==> src/rtl/bid_accumulator10_pkg.sv <==
// Shared constants and types for the 10-class bid accumulator.
package bid_pkg;
  localparam int N_CLASS = 10;
  localparam int CLS_W   = 4;
  localparam int BID_W   = 16;
  localparam int INC_W   = 8;

  typedef logic [BID_W-1:0] bid_t;
  typedef enum logic {ACCUM, PEND} acc_state_e;
endpackage

==> src/rtl/bid_accumulator10_if.sv <==
// Beat input stream plus completed-bid-vector output handshake.
interface bid_accumulator10_if #(
  parameter int bW   = 16,
  parameter int IN_W = 8
);
  import bid_pkg::*;

  logic                            in_valid;
  logic                            in_ready;
  logic [CLS_W-1:0]                in_class;
  logic [IN_W-1:0]                 in_inc;
  logic                            in_last;
  logic [N_CLASS-1:0][bW-1:0]      bids;
  logic                            bids_valid;
  logic                            bids_ready;
  logic                            bids_sat;
  logic                            err_class;

  modport master (
    output in_valid, in_class, in_inc, in_last, bids_ready,
    input  in_ready, bids, bids_valid, bids_sat, err_class
  );

  modport slave (
    input  in_valid, in_class, in_inc, in_last, bids_ready,
    output in_ready, bids, bids_valid, bids_sat, err_class
  );
endinterface

==> src/rtl/bid_accumulator10_sat_add.sv <==
// Saturating add of a zero-extended increment; combinational, no backpressure.
module sat_add #(
  parameter int bW   = 16,
  parameter int IN_W = 8
) (
  input  logic [bW-1:0]   a,
  input  logic [IN_W-1:0] b,
  output logic [bW-1:0]   sum,
  output logic            ovf
);
  logic [bW:0] wide;

  assign wide = {1'b0, a} + {{(bW + 1 - IN_W){1'b0}}, b};
  assign ovf  = wide[bW];
  assign sum  = ovf ? '1 : wide[bW-1:0];
endmodule

==> src/rtl/bid_accumulator10.sv <==
// Per-class saturating bid accumulator; frame out 1 cycle after last beat.
// Second completed frame parks in the accumulator (in_ready=0) until the output bank frees.
module bid_accumulator10
  import bid_pkg::*;
#(
  parameter int bW   = BID_W,
  parameter int IN_W = INC_W
) (
  input logic                 clk,
  input logic                 rst_n,
  bid_accumulator10_if.slave  bus
);
  acc_state_e                 state, state_next;
  logic [N_CLASS-1:0][bW-1:0] acc, acc_upd, bids;
  logic                       frame_sat, sat_upd;
  logic                       bids_valid, bids_sat, err_class;
  logic                       accept, legal, consume, out_free;
  logic                       load_live, load_pend;
  logic [bW-1:0]              acc_sel, sum;
  logic                       ovf;

  assign legal    = bus.in_class < CLS_W'(N_CLASS);
  assign accept   = bus.in_valid & bus.in_ready;
  assign consume  = bids_valid & bus.bids_ready;
  assign out_free = ~bids_valid | bus.bids_ready;
  assign acc_sel  = legal ? acc[bus.in_class] : '0;

  sat_add #(.bW(bW), .IN_W(IN_W)) u_sat_add (
    .a   (acc_sel),
    .b   (bus.in_inc),
    .sum (sum),
    .ovf (ovf)
  );

  // Accumulator view with the current beat folded in; illegal classes leave it untouched.
  always_comb begin
    acc_upd = acc;
    sat_upd = frame_sat;
    if (accept && legal) begin
      acc_upd[bus.in_class] = sum;
      sat_upd               = frame_sat | ovf;
    end
  end

  always_comb begin
    state_next = state;
    load_live  = 1'b0;
    load_pend  = 1'b0;
    case (state)
      ACCUM: begin
        if (accept && bus.in_last) begin
          if (out_free) load_live  = 1'b1;
          else          state_next = PEND;
        end
      end
      PEND: begin
        if (consume) begin
          load_pend  = 1'b1;
          state_next = ACCUM;
        end
      end
      default: state_next = ACCUM;
    endcase
  end

  always_ff @(posedge clk) begin
    if (!rst_n) begin
      state      <= ACCUM;
      acc        <= '0;
      frame_sat  <= 1'b0;
      bids       <= '0;
      bids_valid <= 1'b0;
      bids_sat   <= 1'b0;
      err_class  <= 1'b0;
    end else begin
      state <= state_next;
      if (accept && !legal) err_class <= 1'b1;
      if (load_live) begin
        bids       <= acc_upd;
        bids_sat   <= sat_upd;
        acc        <= '0;
        frame_sat  <= 1'b0;
        bids_valid <= 1'b1;
      end else if (load_pend) begin
        bids       <= acc;
        bids_sat   <= frame_sat;
        acc        <= '0;
        frame_sat  <= 1'b0;
        bids_valid <= 1'b1;
      end else begin
        if (consume) bids_valid <= 1'b0;
        acc       <= acc_upd;
        frame_sat <= sat_upd;
      end
    end
  end

  assign bus.in_ready   = (state == ACCUM);
  assign bus.bids       = bids;
  assign bus.bids_valid = bids_valid;
  assign bus.bids_sat   = bids_sat;
  assign bus.err_class  = err_class;
endmodule
==> src/flat_wrapper.sv <==
// flat-port wrapper written by rule: the top's interface ports become plain ports
module bid_accumulator10_flat import bid_pkg::*;
#(
  parameter int bW   = BID_W,
  parameter int IN_W = INC_W
)
  (clk, rst_n, bus_in_valid, bus_in_class, bus_in_inc, bus_in_last, bus_bids_ready, bus_in_ready, bus_bids, bus_bids_valid, bus_bids_sat, bus_err_class);
  bid_accumulator10_if #(.bW(bW), .IN_W(IN_W)) bus_i ();
  input logic clk;
  input logic rst_n;
  input wire logic [$bits(bus_i.in_valid)-1:0] bus_in_valid;
  input wire logic [$bits(bus_i.in_class)-1:0] bus_in_class;
  input wire logic [$bits(bus_i.in_inc)-1:0] bus_in_inc;
  input wire logic [$bits(bus_i.in_last)-1:0] bus_in_last;
  input wire logic [$bits(bus_i.bids_ready)-1:0] bus_bids_ready;
  output wire logic [$bits(bus_i.in_ready)-1:0] bus_in_ready;
  output wire logic [$bits(bus_i.bids)-1:0] bus_bids;
  output wire logic [$bits(bus_i.bids_valid)-1:0] bus_bids_valid;
  output wire logic [$bits(bus_i.bids_sat)-1:0] bus_bids_sat;
  output wire logic [$bits(bus_i.err_class)-1:0] bus_err_class;
  assign bus_i.in_valid = bus_in_valid;
  assign bus_i.in_class = bus_in_class;
  assign bus_i.in_inc = bus_in_inc;
  assign bus_i.in_last = bus_in_last;
  assign bus_i.bids_ready = bus_bids_ready;
  assign bus_in_ready = bus_i.in_ready;
  assign bus_bids = bus_i.bids;
  assign bus_bids_valid = bus_i.bids_valid;
  assign bus_bids_sat = bus_i.bids_sat;
  assign bus_err_class = bus_i.err_class;
  bid_accumulator10 #(.bW(bW), .IN_W(IN_W)) u_core (.clk(clk), .rst_n(rst_n), .bus(bus_i));
endmodule
==> config.mk <==
export PLATFORM = sky130hd
export DESIGN_NAME = bid_accumulator10_flat
export DESIGN_NICKNAME = d
export VERILOG_FILES = /design/src/rtl/bid_accumulator10_pkg.sv /design/src/rtl/bid_accumulator10_if.sv /design/src/rtl/bid_accumulator10_sat_add.sv /design/src/rtl/bid_accumulator10.sv /design/src/flat_wrapper.sv
export SDC_FILE = /design/constraint.sdc
export NUM_CORES = 1
export LEC_CHECK = 0
export CORE_ASPECT_RATIO = 2
export CORE_MARGIN = 2
export CORE_UTILIZATION = 55
export DETAILED_ROUTE_END_ITERATION = 6
export PLACE_DENSITY_LB_ADDON = 0.2
export SLEW_MARGIN = 20
export SYNTH_ARGS = -nofsm -noshare
export SYNTH_HDL_FRONTEND = slang
export SYNTH_SLANG_ARGS = --single-unit
export TNS_END_PERCENT = 20
==> constraint.sdc <==
create_clock -name clk -period 7.2 [get_ports clk]
set_clock_uncertainty 0.05 [all_clocks]
set_input_delay 2.16 -clock clk [delete_from_list [all_inputs] [get_ports clk]]
set_output_delay 2.16 -clock clk [all_outputs]
set_load 0.02 [all_outputs]
==> results of run 1 <==
-- where the power goes --
group          switching [mW]  total (mW)  internal (mW)
combinational           0.310       0.496          0.186
sequential             0.0449        1.90           1.85
clock                   0.696        1.59          0.892
-- kinds of logic after synthesis --
family                   Yosys count  share of synthesized area (%)
AO/OA/AOI/OAI                    633                           25.7
XOR/XNOR                           8                          0.459
adder cells (fa/ha/maj)            9                          0.787
buffers and inverters            185                           5.08
flip-flops                       325                           42.7
multiplexers                      93                           7.75
AND/OR/NAND/NOR                  606                           17.5
-- how the worst max path moves through the flow --
stage / start / to / depth (start not counted)
after floorplan: bus_in_class[0] / u_core.bus.bids[7]$_SDFFE_PN0P_ / 17
after global placement: bus_in_class[1] / u_core.bus.bids[7]$_SDFFE_PN0P_ / 14
after detailed placement: bus_in_class[1] / u_core.acc[7]$_SDFF_PP0_ / 14
after CTS: bus_in_class[1] / u_core.acc[7]$_SDFF_PP0_ / 14
after global routing: bus_in_class[1] / u_core.bus.bids[5]$_SDFFE_PN0P_ / 14
final: bus_in_class[1] / u_core.bus.bids[7]$_SDFFE_PN0P_ / 14
-- layout make-up --
type,count,share of cell area (%)
clock buffers,44,4.74
clock inverters,7,0.495
inverters,4,0.0825
multi-input cells,1349,44.3
flip-flops and latches,325,35.7
well taps,352,2.42
repair buffers,234,12.2
-- routing by layer --
layer / track usage [%] / up-vias
met5: 0 / -
met4: 31.3 / 0
met3: 5.62 / 302
met2: 60.4 / 969
met1: 41.7 / 7296
li1: - / 6994
-- worst max-delay path, stage by stage --
cell and delay [ps]:
sky130_fd_sc_hd__clkdlybuf4s50_1 750, sky130_fd_sc_hd__nand2b_1 610, sky130_fd_sc_hd__nor2_1 120, sky130_fd_sc_hd__a21oi_1 140, sky130_fd_sc_hd__o21ai_0 100, sky130_fd_sc_hd__ha_1 350, sky130_fd_sc_hd__and3_1 230, sky130_fd_sc_hd__a2111oi_0 540
sky130_fd_sc_hd__buf_4 210, sky130_fd_sc_hd__o21ai_0 140, sky130_fd_sc_hd__xor2_1 830, sky130_fd_sc_hd__a31oi_2 90, sky130_fd_sc_hd__o21ai_0 260, sky130_fd_sc_hd__o211a_1 180
-- stage by stage --
stage	worst slack, ps	hold WS (ps)	std cells	utilization (%)
detailed placement	573	415	2264	62.9
global placement	625	412	2264	62.9
floorplan	683	394	1859	-
global route	768	455	2315	66.3
finish	936	437	2315	66.3
CTS	1110	428	2315	66.3
-- flip-flops by register name, summed over array words and instances (netlist names) --
signal                 cells
u_core.frame_sat           1
u_core.bus.bids          160
u_core.bus.err_class       1
u_core.bus.bids_valid      1
u_core.acc               160
u_core.bus.bids_sat        1
u_core.state               1
-- layout by cell type, fill, tap and decap left out, drive strengths merged, types with 62 or more instances in the layout --
cell           instances
a21oi                206
nand2                312
dfxtp                325
nor2                  67
o21ai                171
mux2i                 72
nor3                  66
nand3                 93
a31oi                 62
clkdlybuf4s50        178
==> results list, run 1 <==
* Routed WL per cell: 23.8 µm
- STA classifies the critical path startpoint as an input pin.
* Synth-to-Final Area Change: 19.3%
- Net count of the mapped netlist: 1,885
- Die area: 29,200 µm²
* Die height: 240 µm
* Area of the core: 27,400 µm²
- TritonCTS built the clock tree.
* Dominant synthesized flop cell: sky130_fd_sc_hd__dfxtp_1
- Sequential cell area in the final layout: 6510 µm²
- Post-CTS timing repair inserted 0 buffers for setup.
- The number of antenna violations at the first check in global routing came to 0.
- Wire length of the first global-routing pass: 83.5 mm
- Internal reg-to-reg setup slack: 3110 ps
- Arr. time, crit path: 6720 ps
* Async S/R FF share, synth: 0%
- RSZ-0062 raised after global routing: false
- After clock tree synthesis, the clock-pin slew on the worst setup and hold paths is 60 ps.
- Proportion of layout cells with a drive suffix above 1: 7.54%
- The most common cell in the synthesized netlist is sky130_fd_sc_hd__dfxtp_1.
* Vias in the first global route: 14,800
* Instance count along the most critical hold path: 2
- The repair_antennas step left the layout with diodes totalling 0.
- Most frequent cells after synthesis: 325 x sky130_fd_sc_hd__dfxtp_1, 312 x sky130_fd_sc_hd__nand2_1, 206 x sky130_fd_sc_hd__a21oi_1
* Residual DRC count: 0
- Wire segments on met3 add up to 4.30 mm in the final route.
- Starting DRC count in detailed routing: 1,859
* Total standard cell area after synthesis: 15,300 µm²
- Total power after layout: 3.98 mW
- The worst register-to-register path has a depth of 12.
- Register area share after synthesis: 42.7%
- After filler insertion, the fill cell instance count of the layout stands at 2,315.
- Final cycle utilization of the critical path: 87.0%
- Summing all placed instances gives a cell area of 17,200 µm².
* Root buf cell: sky130_fd_sc_hd__clkbuf_16
- The flow ran to the end, and the final reports show no timing, DRC or antenna violations.
- After clock tree synthesis, the repair step resized 0 gates.
* Via total after detailed routing: 15,600
* Capturing element type of the critical path: flip-flop
* Origin of the critical flop-to-flop path: u_core.acc[51]$_SDFF_PP0_
- Post-synthesis cell type with the largest combined area: sky130_fd_sc_hd__dfxtp_1
* Starting density of the core: 55.6%
- The detail route stage leaves a number of antenna-violating nets equal to 0.
- Max Cap Viol: 0
- The detailed router used layers up to and including met4.
* Via density: 6.72
* Routability Congestion: 0.998
- Based on the critical path, the design can be clocked at up to 0.160 GHz.
- Length of the first detailed-routing pass in iterations: 6
* Largest net degree at the start of global routing: 131
- The floorplan has 86 rows.
- Min cycle time layout: 6260 ps
- Multi-input gate area: 8060 µm²
* Worst vdd rail ir drop: 195 µV
- After routing the design area is 18,200 µm².
* Met2 wire len: 26.5 mm
- STA puts the critical path data required time at 7650 ps.
- The worst setup path is of the in2reg kind.
- During synthesis, Yosys emitted a total of 0 warnings.
* Cells taking the most area after synthesis: sky130_fd_sc_hd__dfxtp_1 43%, sky130_fd_sc_hd__nand2_1 7.7%, sky130_fd_sc_hd__a21oi_1 6.8%, sky130_fd_sc_hd__o21ai_0 5.6%, sky130_fd_sc_hd__mux2i_1 4.7%
- After global routing the overflow that remains totals 0.
- The average instance in the mapped netlist occupies 8.21 µm².
- Summed over all cells, the static leakage comes to 6.63 nW.
- Yosys mapped a number of flops with a built-in enable equal to 0.
- CTS built an H-tree with a depth of 1.
- The worst register-to-register path ends at u_core.bus.bids[7]$_SDFFE_PN0P_.
- Worst Path Max Fanout: 11
- CTS Hold Buffers Added: 0
* Cell variety after synth: 61
- Total Neg Setup Slack: 0 ps
* Clock buffers created by TritonCTS: 28
- Clock latency on the worst-skew pair, taken at its later pin, is 570 ps.
- In this run the most critical hold path is launched from u_core.acc[106]$_SDFF_PP0_.
- FF+latch count, synth: 325
- Once detailed placement completed, the half-perimeter wirelength came to 37.0 mm.
* Global Route Usage Sum: 37.0%
- Sum of routed wire length over all layers: 55.1 mm
- Number of buffers on the longest clock path: 3
* I/O pin count: 181
- The synthesized design devotes to its leading area cell type 42.7% of total area.
* Horiz. Die Dim: 122 µm
- For this block, wires on met1 add up to 18.9 mm.
- Transition time of the tightest slew-check pin: 1020 ps
- Setup violations remaining at the end of the flow were counted as 0.
* Clk sink count: 325
- Type of the worst min-delay path: reg2reg
* Total power density per cell area: 219 nW/µm²
- Syn Inst Count: 1,859
- After the last flow step, the layout net total stands at 1,968.
- Input and output buffers added on the ports amount to 180.
* Final hold violation count: 0
* Final number of max-transition violations: 0
- For hold timing, the worst endpoint is u_core.acc[106]$_SDFF_PP0_.
- Relative slew margins: 31.8%
Power figures use the tool's default switching activity.
==> run 2, diff against run 1 <==
- ABC_CLOCK_PERIOD_IN_PS: unset -> 7200
==> results of run 2 <==
Same layout as run 1: the final DEF is identical, and so are final timing and power.
